**config.mk**
```make
export PLATFORM = sky130hd
export DESIGN_NAME = pc_fetch_sequencer_flat
export DESIGN_NICKNAME = d
export VERILOG_FILES = /design/src/rtl/pc_fetch_sequencer_if.sv /design/src/rtl/pc_fetch_sequencer.sv /design/src/flat_wrapper.sv
export SDC_FILE = /design/constraint.sdc
export NUM_CORES = 1
export LEC_CHECK = 0
export BUFFER_PORTS_ARGS = -buffer_cell sky130_fd_sc_hd__buf_2
export CAP_MARGIN = 20
export CORE_ASPECT_RATIO = 0.8
export CORE_UTILIZATION = 48
export DETAILED_ROUTE_END_ITERATION = 8
export HOLD_SLACK_MARGIN = 0.12
export PLACE_DENSITY_LB_ADDON = 0.05
export RECOVER_POWER = 50
export SYNTH_ARGS = -nofsm -noshare
export SYNTH_HDL_FRONTEND = slang
export SYNTH_SLANG_ARGS = --single-unit
```
**constraint.sdc**
```tcl
create_clock -name clk -period 2.9 [get_ports clk]
set_input_delay 0.435 -clock clk [delete_from_list [all_inputs] [get_ports clk]]
set_output_delay 0.435 -clock clk [all_outputs]
set_load 0.05 [all_outputs]
```
**src/rtl/pc_fetch_sequencer_if.sv**
```systemverilog
// Fetch-sequencer bus: control-unit strobes and user input in, PC/handshake/input word out.
interface pc_fetch_sequencer_if #(
  parameter int unsigned ADDR_W = 10,
  parameter int unsigned DATA_W = 32
);
  logic              jmp;
  logic [1:0]        jmp_sel;
  logic              beq;
  logic              bne;
  logic              zero;
  logic              hlt;
  logic              flag_in;
  logic [ADDR_W-1:0] imm_addr;
  logic [ADDR_W-1:0] reg_addr;
  logic              in_btn;
  logic [DATA_W-1:0] in_data;
  logic [ADDR_W-1:0] pc;
  logic              checkin;
  logic [DATA_W-1:0] in_value;
  logic [1:0]        state;

  modport master (
    output jmp, jmp_sel, beq, bne, zero, hlt, flag_in, imm_addr, reg_addr, in_btn, in_data,
    input  pc, checkin, in_value, state
  );

  modport slave (
    input  jmp, jmp_sel, beq, bne, zero, hlt, flag_in, imm_addr, reg_addr, in_btn, in_data,
    output pc, checkin, in_value, state
  );
endinterface

```
**src/rtl/pc_fetch_sequencer.sv**
```systemverilog
// PC / fetch sequencer with RUN, WAIT_IN and HALTED states and IN-instruction handshake.
// Define IN_SYNC_EN to put a 2-flop synchronizer in front of the in_btn edge detector.
module pc_fetch_sequencer #(
  parameter int unsigned       ADDR_W   = 10,
  parameter int unsigned       DATA_W   = 32,
  parameter logic [ADDR_W-1:0] RESET_PC = '0
) (
  input logic                  clk,
  input logic                  rst,
  pc_fetch_sequencer_if.slave  bus
);

  typedef enum logic [1:0] {
    RUN     = 2'b00,
    WAIT_IN = 2'b01,
    HALTED  = 2'b10
  } state_t;

  state_t            state_q, state_d;
  logic [ADDR_W-1:0] pc_q, pc_d;
  logic              checkin_q, checkin_d;
  logic [DATA_W-1:0] in_value_q, in_value_d;
  logic              btn_sync, btn_prev, btn_rise;

`ifdef IN_SYNC_EN
  logic btn_s1, btn_s2;

  always_ff @(posedge clk) begin
    if (rst) begin
      btn_s1 <= 1'b0;
      btn_s2 <= 1'b0;
    end else begin
      btn_s1 <= bus.in_btn;
      btn_s2 <= btn_s1;
    end
  end

  assign btn_sync = btn_s2;
`else
  assign btn_sync = bus.in_btn;
`endif

  // Previous sample tracks every cycle, so a held button or a press made in RUN never fires later.
  always_ff @(posedge clk) begin
    if (rst) btn_prev <= 1'b0;
    else     btn_prev <= btn_sync;
  end

  assign btn_rise = btn_sync & ~btn_prev;

  always_ff @(posedge clk) begin
    if (rst) begin
      state_q    <= RUN;
      pc_q       <= RESET_PC;
      checkin_q  <= 1'b0;
      in_value_q <= '0;
    end else begin
      state_q    <= state_d;
      pc_q       <= pc_d;
      checkin_q  <= checkin_d;
      in_value_q <= in_value_d;
    end
  end

  always_comb begin
    state_d = state_q;
    unique case (state_q)
      RUN: begin
        if (bus.hlt && bus.flag_in) state_d = WAIT_IN;
        else if (bus.hlt)           state_d = HALTED;
      end
      WAIT_IN: if (btn_rise) state_d = RUN;
      HALTED:  state_d = HALTED;
      default: state_d = RUN;
    endcase
  end

  always_comb begin
    pc_d       = pc_q;
    checkin_d  = checkin_q;
    in_value_d = in_value_q;
    unique case (state_q)
      RUN: begin
        if (!bus.hlt) begin
          if (bus.jmp)
            pc_d = (bus.jmp_sel == 2'b11) ? bus.reg_addr : bus.imm_addr;
          else if ((bus.beq && bus.zero) || (bus.bne && !bus.zero))
            pc_d = bus.imm_addr;
          else
            pc_d = pc_q + 1'b1;
          // Control unit consumes the IN word on its first non-halting IN cycle.
          if (bus.flag_in) checkin_d = 1'b0;
        end
      end
      WAIT_IN: begin
        if (btn_rise) begin
          in_value_d = bus.in_data;
          checkin_d  = 1'b1;
        end
      end
      default: ;
    endcase
  end

  assign bus.pc       = pc_q;
  assign bus.checkin  = checkin_q;
  assign bus.in_value = in_value_q;
  assign bus.state    = state_q;

endmodule

```
**src/flat_wrapper.sv**
```systemverilog
// flat-port wrapper written by rule: the top's interface ports become plain ports
module pc_fetch_sequencer_flat 
#(
  parameter int unsigned       ADDR_W   = 10,
  parameter int unsigned       DATA_W   = 32,
  parameter logic [ADDR_W-1:0] RESET_PC = '0
)
  (clk, rst, bus_jmp, bus_jmp_sel, bus_beq, bus_bne, bus_zero, bus_hlt, bus_flag_in, bus_imm_addr, bus_reg_addr, bus_in_btn, bus_in_data, bus_pc, bus_checkin, bus_in_value, bus_state);
  pc_fetch_sequencer_if #(.ADDR_W(ADDR_W), .DATA_W(DATA_W)) bus_i ();
  input logic clk;
  input logic rst;
  input wire logic [$bits(bus_i.jmp)-1:0] bus_jmp;
  input wire logic [$bits(bus_i.jmp_sel)-1:0] bus_jmp_sel;
  input wire logic [$bits(bus_i.beq)-1:0] bus_beq;
  input wire logic [$bits(bus_i.bne)-1:0] bus_bne;
  input wire logic [$bits(bus_i.zero)-1:0] bus_zero;
  input wire logic [$bits(bus_i.hlt)-1:0] bus_hlt;
  input wire logic [$bits(bus_i.flag_in)-1:0] bus_flag_in;
  input wire logic [$bits(bus_i.imm_addr)-1:0] bus_imm_addr;
  input wire logic [$bits(bus_i.reg_addr)-1:0] bus_reg_addr;
  input wire logic [$bits(bus_i.in_btn)-1:0] bus_in_btn;
  input wire logic [$bits(bus_i.in_data)-1:0] bus_in_data;
  output wire logic [$bits(bus_i.pc)-1:0] bus_pc;
  output wire logic [$bits(bus_i.checkin)-1:0] bus_checkin;
  output wire logic [$bits(bus_i.in_value)-1:0] bus_in_value;
  output wire logic [$bits(bus_i.state)-1:0] bus_state;
  assign bus_i.jmp = bus_jmp;
  assign bus_i.jmp_sel = bus_jmp_sel;
  assign bus_i.beq = bus_beq;
  assign bus_i.bne = bus_bne;
  assign bus_i.zero = bus_zero;
  assign bus_i.hlt = bus_hlt;
  assign bus_i.flag_in = bus_flag_in;
  assign bus_i.imm_addr = bus_imm_addr;
  assign bus_i.reg_addr = bus_reg_addr;
  assign bus_i.in_btn = bus_in_btn;
  assign bus_i.in_data = bus_in_data;
  assign bus_pc = bus_i.pc;
  assign bus_checkin = bus_i.checkin;
  assign bus_in_value = bus_i.in_value;
  assign bus_state = bus_i.state;
  pc_fetch_sequencer #(.ADDR_W(ADDR_W), .DATA_W(DATA_W), .RESET_PC(RESET_PC)) u_core (.clk(clk), .rst(rst), .bus(bus_i));
endmodule
```
# Word-level counts from Yosys, hierarchy flattened
# Cells that the tools add are included.
# W data, S select, Z words.
# totals
ff_bits	46
input_bits	63
out_inout_bits	45
# classes
n_addsub	1
eq_ne	7
muxes	11
bitwise	3
reduce_logical	11
# ops
cell	n
$mux W10	3
$add A10 B1 Y10 const B	1
$mux W2	3
$pmux W2 S3	1
$reduce_and A2 Y1	3
$eq A2 B2 Y1 const B	2
$ne A2 B2 Y1 const B	2
$reduce_and A4 Y1	1
$logic_and A1 B1 Y1	3
$mux W1	3
$ne A3 B2 Y1 const B	1
$eq A2 B1 Y1 const B	1
$logic_not A2 Y1	1
$ne A2 B1 Y1 const B	1
$not A1 Y1	2
$pmux W1 S2	1
$reduce_bool A2 Y1	1
$and A1 B1 Y1	1
$logic_not A1 Y1	1
$logic_or A1 B1 Y1	1

# Longest topological paths before layout
# logic_depth
depth_word	5
depth_mapped	6
mapped_depth_nobuf	5

# Worst setup path before layout
# No wires, ideal clock.
# synth_timing
path_type	register -> register
start	register u_core.pc_q[2] (netlist: u_core.bus.pc[2])
end	register u_core.pc_q[5] (netlist: u_core.bus.pc[5])
setup_time_ns	0.070
t_arrival_ns	1.740
required_ns	2.830
path_slack_ns	1.089
path_stages_with_launch	5
n_path_buf	0
synth_period_minus_slack_ns	1.811
path_cell_list	dfxtp_1 > nand3_1 > or4_1 > a211o_1 > a21oi_1
# synth_between
elab_chain_cells	3
# synth_lines
element	line	source
start: declaration	pc_fetch_sequencer.sv:20	logic [ADDR_W-1:0] pc_q, pc_d;
start signal: assignment	pc_fetch_sequencer.sv:59	pc_q <= pc_d;
$add A10 B1 Y10	pc_fetch_sequencer.sv:90	pc_d = pc_q + 1'b1;
$mux W10	pc_fetch_sequencer.sv:87	else if ((bus.beq && bus.zero) || (bus.bne && !bus.zero))
$mux W10	pc_fetch_sequencer.sv:85	if (bus.jmp)
# No other way between the ends.
# A chain may end at the register's enable or synchronous reset.

# Final worst setup path
# layout_timing
start	input rst
end	register u_core.state_q[0] (netlist: u_core.bus.state[0])
# layout_lines
element	line	source
start: declaration	flat_wrapper.sv:11	input logic rst;
end signal: assignment	pc_fetch_sequencer.sv:58	state_q <= state_d;
end: declaration	pc_fetch_sequencer.sv:19	state_t state_q, state_d;
# No word-level cell between the ends.

==> impl_metrics.env <==
export IMPL_yosys_area_share_simple=0.252
export IMPL_ctsHoldBuffers=0
export IMPL_numCtsBuffers=5
export IMPL_final_cell_area_um2=2690
export IMPL_use_met2=0.385
export IMPL_violations="capacitance limit, slew limit"
export IMPL_initial_core_util=0.525
export IMPL_path_class="in2reg"
export IMPL_hold_path_class="in2reg"
export IMPL_fin_crit_ps=2110
export IMPL_synth_warnings=0
export IMPL_synth_compound_area_frac=0.236
export IMPL_path_clk_slew_ps=80
export IMPL_maxSlewHeadroom=-0.0799
export IMPL_die_w_um=75.5
export IMPL_antenna_found_initial=0
export IMPL_ys_types=39
export IMPL_cts_sinks=46
export IMPL_drive_above_1_share=0.221
export IMPL_clock_latency_ps=290
export IMPL_hold_viol_final=0
export IMPL_area_growth_pct=29.6
export IMPL_coreArea_um2=3950
export IMPL_postRouteAntennaNets=0
export IMPL_die_area_um2=4590
export IMPL_synth_seq_cells=46
export IMPL_antenna_cells=0
export IMPL_power_density_nw_per_um2=535
export IMPL_nets=430
export IMPL_grt_busiest_layer="met2"
export IMPL_globalRouteTotalUtil=0.241
export IMPL_wl_um=5400
export IMPL_cp_data_required_time_ps=3050
export IMPL_synthAdderAreaFrac=0.00603
export IMPL_finClkSkew_ps=4.85
export IMPL_setup_viol=0
export IMPL_synthArstFlopShare=0
export IMPL_die_y_um=60.8
export IMPL_fmax_mhz=474
export IMPL_whs_ps=363
export IMPL_cts_buffer_depth=2
export IMPL_setup_ws_ps=791
export IMPL_tns_ps=0
export IMPL_status="finished with violations"
export IMPL_drc=0
export IMPL_placed_area_um2=2630
export IMPL_power_leakage_nw=1.06
export IMPL_h_tree_depth=2
export IMPL_drv_slew=38
export IMPL_grt_pass1_vias=1906
export IMPL_first_pass_iters=4
export IMPL_portBuffers=107
export IMPL_vias=2273
export IMPL_synth_area_um2=2070
export IMPL_worstMarginPinSlew_ps=1620
export IMPL_placement_rows=20
export IMPL_use_met3=0.0664
export IMPL_gr_total_overflow=0
export IMPL_synth_top_family_by_area="simple AND/OR/NAND/NOR gates"
export IMPL_period_share=0.727
export IMPL_drtIter0Drc=133
export IMPL_endpoint_kind="flop"
export IMPL_synth_area_per_cell_um2=7.71
export IMPL_cts_tree="built"
export IMPL_ys_seq_area_frac=0.444
export IMPL_postSynthCellCount=269
export IMPL_synth_mux_area_fraction=0.0121
export IMPL_routed_via_density=5.40
export IMPL_grt_pass1_wl_um=8390
export IMPL_cp_start_kind="primary input"
export IMPL_synth_nets=333
export IMPL_use_met1=0.317
export IMPL_synth_xor_area_share=0.00844
export IMPL_pin_count=108
export IMPL_detail_route_wl_per_cell_um=12.8
export IMPL_post_cts_buffers=0
export IMPL_worst_ep_arrival_time_ps=2260
export IMPL_dp_hpwl_um=3840
export IMPL_grt_max_degree=38
export IMPL_gp_congestion=0.884
export IMPL_rsz0062_at_grt="no"
export IMPL_dpl_worst_slack_ps=977
export IMPL_synth_top_flop_cell="dfxtp_1"
export IMPL_max_cap_violations=1
export IMPL_path_max_fanout=37
export IMPL_cts_resized_gates=0
export IMPL_cts_root_buf="clkbuf_8"
export IMPL_synth_edf_count=0
export IMPL_ir_worst_vdd_mv=0.418
routing by layer:
metal / vias up / share of wire
met5: - / 0
met2: 105 / 0.45
met1: 1009 / 0.44
met3: 12 / 0.089
li1: 1147 / -
met4: 0 / 0.014
sequential cells by signal, summed over array words and instances (netlist names):
register and count:
u_core.btn_prev 1, u_core.bus.checkin 1, u_core.bus.in_value 32, u_core.bus.pc 10
u_core.bus.state 2
logic make-up (layout without fill, tap and decap cells):
group | Yosys count | after routing
AOI/OAI and AO/OA | 79 | 79
xor gates and xnor gates | 2 | 2
DFF | 46 | 46
adders and majority gates | 1 | 1
muxes | 2 | 2
and+or+nand+nor | 116 | 116
buffers and inverters | 23 | 120
power breakdown:
part	switching, mW	leakage [nW]	internal, mW
clock network	0.204	0.0573	0.276
registers	0.0281	0.374	0.657
logic	0.186	0.625	0.0869
critical path, cell delays in order:
cell,delay (ps)
clkbuf_1,1150
clkbuf_1,530
a2111oi_0,140
placed cells by master, fill, tap and decap left out, types with 5 or more instances in the layout:
master / instances
a21oi_1: 42
buf_2: 70
and3_1: 7
o21ai_0: 5
nand2_1: 73
clkbuf_1: 38
nand3_1: 8
nor2_1: 8
dfxtp_1: 46
a211oi_1: 9
clkbuf_8: 6
cells in the mapped netlist, drive strengths merged (2+ instances only):
master / instances / area (um2)
nand3: 8 / 40.0
o21ai: 5 / 25.0
a211o: 2 / 17.5
o211ai: 3 / 22.5
nor3: 4 / 20.0
nor2b: 2 / 12.5
dfxtp: 46 / 921
or3: 2 / 12.5
a31o: 2 / 17.5
nand2: 73 / 274
nand3b: 4 / 30.0
a211oi: 9 / 67.6
a21oi: 42 / 210
a311oi: 3 / 26.3
nor2: 8 / 30.0
clkbuf: 20 / 75.1
and3: 7 / 43.8
a31oi: 4 / 25.0
nand4: 3 / 18.8
o41ai: 2 / 17.5
inv: 2 / 7.51
a311o: 2 / 20.0
through the flow:
stage	power, mW	utilization	instances
3_3_place_gp	0.973	0.664	414
2_1_floorplan	0.883	-	269
4_1_cts	1.45	0.693	421
3_5_place_dp	0.976	0.664	414
6_report	1.44	0.680	421
5_1_grt	1.50	0.680	421
area by class of cell:
class	count	area, um2
fill	389	1260
timing repair buffer	110	508
multi-input combinational	200	1070
clock buffer	6	82.6
tap	55	68.8
inverter	3	11.3
clock inverter	1	30.0
sequential	46	921
worst paths after layout:
kind                                         startpoint                       to  slack [ps]  depth (start not counted)
worst max-delay path                                rst      u_core.bus.state[0]         790                          3
worst min-delay path                         bus_in_btn          u_core.btn_prev         360                          2
worst max register to register      u_core.bus.state[1]         u_core.bus.pc[9]        1270                          4
worst min register to register  u_core.bus.in_value[17]  u_core.bus.in_value[17]         450                          2
(Power assumes the default switching activity.)
